### src/rtl/pc_branch_sequencer.sv
// -----------------------------------------------------------------------------
// pc_branch_sequencer
//
// Owns the fetch PC register and sequences the ID-stage jump/branch unit.
// Control-transfer instructions sitting in ID are decoded here. If a branch
// or jr reads an rs1 that is still being produced by EX or MEM, IF/ID is held
// and a bubble goes into ID/EX until the operand can be forwarded. Once the
// operand is usable, the jump unit's takeBranch/target is accepted. Fetch is
// then redirected and the wrong-path instruction in IF/ID is flushed. The r31
// link write for jal is also generated here.
//
// Optional feature macro: BRANCH_STATS_EN
//   When defined, two saturating counters and their ports are added:
//   stat_taken (redirect cycles) and stat_stall (hazard hold cycles).
//
// Ports
//   clk            in   1   clock, all state updates on rising edge
//   rst            in   1   synchronous active-high reset
//   stall_in       in   1   external freeze, holds all state
//   id_instruction in   32  instruction in ID
//   id_pc          in   32  PC of the ID instruction
//   branch_taken   in   1   takeBranch from the jump/branch unit
//   branch_target  in   32  redirect target from the jump/branch unit
//   ex_rd          in   5   EX destination register
//   ex_regwrite    in   1   EX instruction writes ex_rd
//   ex_is_load     in   1   EX instruction is a load
//   mem_rd         in   5   MEM destination register
//   mem_is_load    in   1   MEM instruction is a load writing mem_rd
//   fetch_pc       out  32  registered fetch address
//   ifid_hold      out  1   hold IF/ID (hazard wait or stall_in)
//   ifid_flush     out  1   replace IF/ID with a NOP on the next edge
//   idex_bubble    out  1   insert a NOP into ID/EX (hazard wait)
//   link_we        out  1   write r31 this cycle (jal)
//   link_data      out  32  id_pc + PC_STEP
//   stat_taken     out  32  (BRANCH_STATS_EN only) redirect cycle count
//   stat_stall     out  32  (BRANCH_STATS_EN only) hazard hold cycle count
// -----------------------------------------------------------------------------
module pc_branch_sequencer #(
    parameter logic [31:0] RESET_PC  = 32'h0000_0000,
    parameter int unsigned PC_STEP   = 4,
    parameter int unsigned LOAD_WAIT = 2
) (
    input  logic        clk,
    input  logic        rst,
    input  logic        stall_in,
    input  logic [31:0] id_instruction,
    input  logic [31:0] id_pc,
    input  logic        branch_taken,
    input  logic [31:0] branch_target,
    input  logic [4:0]  ex_rd,
    input  logic        ex_regwrite,
    input  logic        ex_is_load,
    input  logic [4:0]  mem_rd,
    input  logic        mem_is_load,
    output logic [31:0] fetch_pc,
    output logic        ifid_hold,
    output logic        ifid_flush,
    output logic        idex_bubble,
    output logic        link_we,
    output logic [31:0] link_data
`ifdef BRANCH_STATS_EN
    ,
    output logic [31:0] stat_taken,
    output logic [31:0] stat_stall
`endif
);

    localparam logic [31:0] STEP         = 32'(PC_STEP);
    // Extra hold cycles after the first one when rs1 comes from a load in EX.
    localparam logic [1:0]  LOAD_WAIT_M1 = 2'(LOAD_WAIT - 1);

    // Control-transfer opcodes, one per decode lane: j, jal, beqz, bnez, jr.
    localparam logic [29:0] CTRL_OPCODES = {6'h12, 6'h05, 6'h04, 6'h03, 6'h02};
    // Lanes whose instruction reads rs1 (beqz, bnez, jr).
    localparam logic [4:0]  RS1_USERS    = 5'b11100;
    localparam int          JAL_LANE     = 1;

    typedef enum logic {
        ST_RUN,
        ST_WAIT
    } state_t;

    state_t      state_reg;
    logic [1:0]  wait_cnt_reg;
    logic [31:0] fetch_pc_reg;

    // ---------------------------------------------------------------- decode
    logic [5:0] opcode;
    logic [4:0] rs1;
    logic [4:0] op_match;
    logic       uses_rs1;
    logic       is_jal;
    logic       unused_bits;

    assign opcode      = id_instruction[31:26];
    assign rs1         = id_instruction[25:21];
    assign unused_bits = ^id_instruction[20:0];

    genvar gi;
    generate
        for (gi = 0; gi < 5; gi++) begin : g_decode
            assign op_match[gi] = (opcode == CTRL_OPCODES[gi*6 +: 6]);
        end
    endgenerate

    assign uses_rs1 = |(op_match & RS1_USERS);
    assign is_jal   = op_match[JAL_LANE];

    // ---------------------------------------------------------------- hazard
    logic       hz_ex;
    logic       hz_mem;
    logic       hazard;
    logic [1:0] hz_wait_m1;

    assign hz_ex      = ex_regwrite && (ex_rd == rs1);
    assign hz_mem     = mem_is_load && (mem_rd == rs1);
    // r0 is hard-wired, so it never creates a dependency.
    assign hazard     = uses_rs1 && (rs1 != 5'd0) && (hz_ex || hz_mem);
    // EX match takes precedence: a load there needs the longer wait even if
    // MEM also matches.
    assign hz_wait_m1 = (hz_ex && ex_is_load) ? LOAD_WAIT_M1 : 2'd0;

    // ------------------------------------------------------- cycle decisions
    logic running;
    logic hazard_hold;
    logic redirect;

    assign running     = (state_reg == ST_RUN);
    // A WAIT cycle always holds; in RUN a fresh hazard holds in the same cycle.
    assign hazard_hold = !stall_in && (!running || hazard);
    assign redirect    = !stall_in && running && !hazard && branch_taken;

    assign fetch_pc    = fetch_pc_reg;
    assign ifid_hold   = !rst && (stall_in || hazard_hold);
    assign idex_bubble = !rst && hazard_hold;
    assign ifid_flush  = !rst && redirect;
    // jal has no rs1, but it is gated by the same "not holding" condition so a
    // held jal can never write the link register twice.
    assign link_we     = !rst && !stall_in && running && !hazard && is_jal;
    assign link_data   = id_pc + STEP;

    // ------------------------------------------------------------ sequencing
    always_ff @(posedge clk) begin
        if (rst) begin
            fetch_pc_reg <= RESET_PC;
            state_reg    <= ST_RUN;
            wait_cnt_reg <= 2'd0;
        end else if (!stall_in) begin
            if (state_reg == ST_WAIT) begin
                wait_cnt_reg <= wait_cnt_reg - 2'd1;
                // Back to RUN after the last hold; the hazard is re-evaluated
                // against the pipeline state seen in that next cycle.
                if (wait_cnt_reg <= 2'd1) begin
                    state_reg <= ST_RUN;
                end
            end else if (hazard) begin
                wait_cnt_reg <= hz_wait_m1;
                if (hz_wait_m1 != 2'd0) begin
                    state_reg <= ST_WAIT;
                end
            end else if (branch_taken) begin
                fetch_pc_reg <= branch_target;
            end else begin
                fetch_pc_reg <= fetch_pc_reg + STEP;
            end
        end
    end

    // ------------------------------------------------------------ statistics
`ifdef BRANCH_STATS_EN
    logic [31:0] stat_taken_reg;
    logic [31:0] stat_stall_reg;

    always_ff @(posedge clk) begin
        if (rst) begin
            stat_taken_reg <= 32'd0;
            stat_stall_reg <= 32'd0;
        end else begin
            if (redirect && (stat_taken_reg != 32'hFFFF_FFFF)) begin
                stat_taken_reg <= stat_taken_reg + 32'd1;
            end
            if (hazard_hold && (stat_stall_reg != 32'hFFFF_FFFF)) begin
                stat_stall_reg <= stat_stall_reg + 32'd1;
            end
        end
    end

    assign stat_taken = stat_taken_reg;
    assign stat_stall = stat_stall_reg;
`else
    // Statistics disabled: no counters and no extra ports.
`endif

endmodule

### config.mk
export PLATFORM = sky130hd
export DESIGN_NAME = pc_branch_sequencer
export DESIGN_NICKNAME = d
export VERILOG_FILES = /design/src/rtl/pc_branch_sequencer.sv
export SDC_FILE = /design/constraint.sdc
export NUM_CORES = 1
export LEC_CHECK = 0
export CAP_MARGIN = 20
export CORE_MARGIN = 4
export CORE_UTILIZATION = 34
export CTS_BUF_LIST = sky130_fd_sc_hd__clkbuf_8 sky130_fd_sc_hd__clkbuf_16
export CTS_CLUSTER_SIZE = 40
export DETAILED_ROUTE_END_ITERATION = 8
export PLACE_DENSITY = 0.81
export SYNTH_ARGS = -nofsm -noshare
export SYNTH_HDL_FRONTEND = slang
export SYNTH_SLANG_ARGS = --single-unit
### constraint.sdc
create_clock -name clk -period 2.1 [get_ports clk]
set_clock_uncertainty 0.1 [all_clocks]
set_input_delay 0.315 -clock clk [delete_from_list [all_inputs] [get_ports clk]]
set_output_delay 0.315 -clock clk [all_outputs]
set_load 0.05 [all_outputs]
==> impl_metrics.tcl <==
set metrics [dict create \
    outcome "complete, but fails checks" \
    violations "setup timing" \
    slew_violations 0 \
    synth_seq_area_share_pct 23.6 \
    synth_top_family_by_area "simple AND/OR/NAND/NOR gates" \
    synth.avg_cell_area_um2 7.32 \
    start_util_pct 35.6 \
    finalSetupViolCount 21 \
    synth-simple-area-share_pct 29.2 \
    fmax_mhz 419 \
    num-fill-cells 488 \
    synth_ff_type "dfxtp_1" \
    clk_latency_ps 300 \
    drc 0 \
    die_height_um 101 \
    syn-num-nets 522 \
    ant_nets 0 \
    core-area_um2 8340 \
    wl_per_cell_um 20.5 \
    power_uw 2410 \
    crit_cells 8 \
    peakVddDrop_v 0.000421 \
    cts_sinks 35 \
    fp.dieW_um 101 \
    critPathMaxStageDelay_ps 520 \
    leakage_uw 0.00268 \
    antenna_found_initial 0 \
    cp-end-kind "primary output" \
    areaGrowthSynthToFinish_pct 123 \
    diodes 0 \
    synth_fa_ha_area_share_pct 1.26 \
    cts_buffers 5 \
    slew_headroom_pct 61.5 \
    place.gp.congestion 0.868 \
    grt_overflow 0 \
    cp_data_arrival_time_ps 1970 \
    cap_violations 0 \
    synth_xor_area_share_pct 11.2 \
    period_minus_slack_ps 2390 \
    dieArea_um2 10300 \
    largest_register_ffs 32 \
    crit_buf_inv 2 \
    path_clk_slew_ps 80 \
    path_cells "buf_6 -> or4_4 -> o21ai_2 -> nor2_2 -> o21a_2 -> nand2b_4 -> nor3b_4 -> buf_12" \
    ys_ff_latch 35 \
    drive_above_1_share_pct 44.3 \
    worstSetupPathType "primary input to primary output" \
    crit_family "simple AND/OR/NAND/NOR gates" \
    post_synth_main_area_contributors "dfxtp_1, o31ai_1, xnor2_1, o211ai_1, nor2_1" \
    io_pins 181 \
    drt_pass1_iterations 5 \
    port_buffers 155 \
    rows 33 \
    synth_compound_area_share_pct 27.9 \
    yosysWarnings 0 \
    via_count 4444 \
    cp.required_ps 1680 \
    reg2regPathDepth 6 \
    fin_nets 760 \
    p_per_area_nw_per_um2 364 \
    syn_inst 406 \
    drt-total-wl_um 15400 \
    muxShareOfSynthArea_pct 1.01 \
    routed_via_density 5.93 \
    worst_slack_ps -286 \
    grt_usage_pct 24.9 \
    critPathMaxFanout 6 \
    cp_slowest_cell "or4_4" \
    cts.root.buffer_cell "clkbuf_8" \
    grt_start_max_net_pins 47 \
    first_global_vias 4304 \
    cts_tree "done" \
    place_hpwl_um 10000 \
    cts-htree-levels 2 \
    dp_slack_ps -705 \
    ys_top_cells_by_count "dfxtp_1, nor2_1, clkbuf_1, nand2_1, o31ai_1" \
    netlist_area_um2 2970 \
    clockBufferDepth 2 \
    synth-edff-count 0 \
    drt_iter0_markers 450 \
    final_min_period_over_clock_period_pct 114 \
    whs_path_depth 2 \
    hold_violations 0 \
    grt_pass1_wl_um 20800 \
    start_kind "primary input" \
    rsz0062_at_grt "yes" \
    synthDistinctLibCells 48 \
    synth_top_area_share_pct 23.6 \
    hp-class "flop to flop" \
    netlist.top_cell.by_area "dfxtp_1" \
    tightest_slew_ps 576 \
    synthArstFlopShare_pct 0 \
]
[worst paths after layout]
kind                 startpoint  slack [ps]           end
max          id_instruction[22]        -290    ifid_flush
min                 fetch_pc[1]         400   fetch_pc[1]
max reg2reg        fetch_pc[16]          70  fetch_pc[20]
min reg2reg         fetch_pc[1]         400   fetch_pc[1]
[worst min-delay path: cells and delay by family, from the launching register on]
family / cells / cell delay [ps]
mux: 1 / 60
flops: 1 / 330
simple gates: 1 / 60
[kinds of logic after synthesis]
kind of cell / count (synthesis)
xor gates and xnor gates: 38
DFF: 35
adders and majority gates: 3
AOI/OAI and AO/OA: 124
muxes: 3
buffers and inverters: 42
and+or+nand+nor: 161
[report_power, final]
group          internal, uW  switching (uW)
Clock                   306             277
Sequential              688            39.1
Combinational           519             582
Total                  1510             898
[routing by layer]
layer / vias up / global-route usage, % / wire [um]
li1: 2004 / - / -
met5: - / 0 / 0
met2: 292 / 47.3 / 7960
met4: 0 / 6.75 / 542
met3: 48 / 4.68 / 1270
met1: 2100 / 28.1 / 5610
[cell type report]
class	instances	area, um^2	area share [%]
clock buffer	6	93.8	1.42
clock inverter	2	13.8	0.208
inverter	7	26.3	0.396
multi-input combinational	329	2850	43.0
sequential	35	766	11.6
tap	105	131	1.98
timing repair buffer	266	2750	41.5
[stage by stage]
step / cells / setup TNS, ps / util (%) / area, um^2 / hold WS [ps]
finish: 750 / -2340 / 79.5 / 6630 / 400
global route: 750 / -3610 / 79.5 / 6630 / 426
CTS: 738 / -1810 / 74.6 / 6220 / 390
detailed placement: 711 / -27050 / 70.7 / 5890 / 376
global placement: 711 / -23090 / 70.7 / 5890 / 344
floorplan: 406 / -1730 / - / 3460 / 357
[cells in the final DEF, fill, tap and decap left out, drive strengths merged, types with 3 or more instances in the layout]
master         synthesis  final
and4                   4      4
mux2i                  3      3
nor2                  36     36
dfxtp                 35     35
nor3b                  3      3
o211ai                20     20
a31oi                  7      7
clkbuf                29      8
o31ai                 28     28
ha                     3      3
or3                    3      3
or2                    3      3
inv                    7      7
clkdlybuf4s50          0     77
nand3                 19     19
clkdlybuf4s15          0      4
buf                    6    163
o21ai                 23     23
nor4                  10     10
or4                    5      5
dlygate4sd2            0     16
dlymetal6s2s           0      4
o311ai                 8      8
nand4                  9      9
a22oi                 14     14
xnor2                 24     24
and3                   9      9
a21oi                 20     20
nand2                 29     29
nor3                  19     19
xor2                  14     14
[timing repair]
action | in CTS | in global routing
gates resized for setup | 134 | 71
gates cloned | 0 | 2
endpoints found under the setup margin | 62 | 36
hold buffers | 0 | 0
buffers inserted | 19 | 10
pin swaps | 49 | 38
Power figures use the tool's default switching activity.
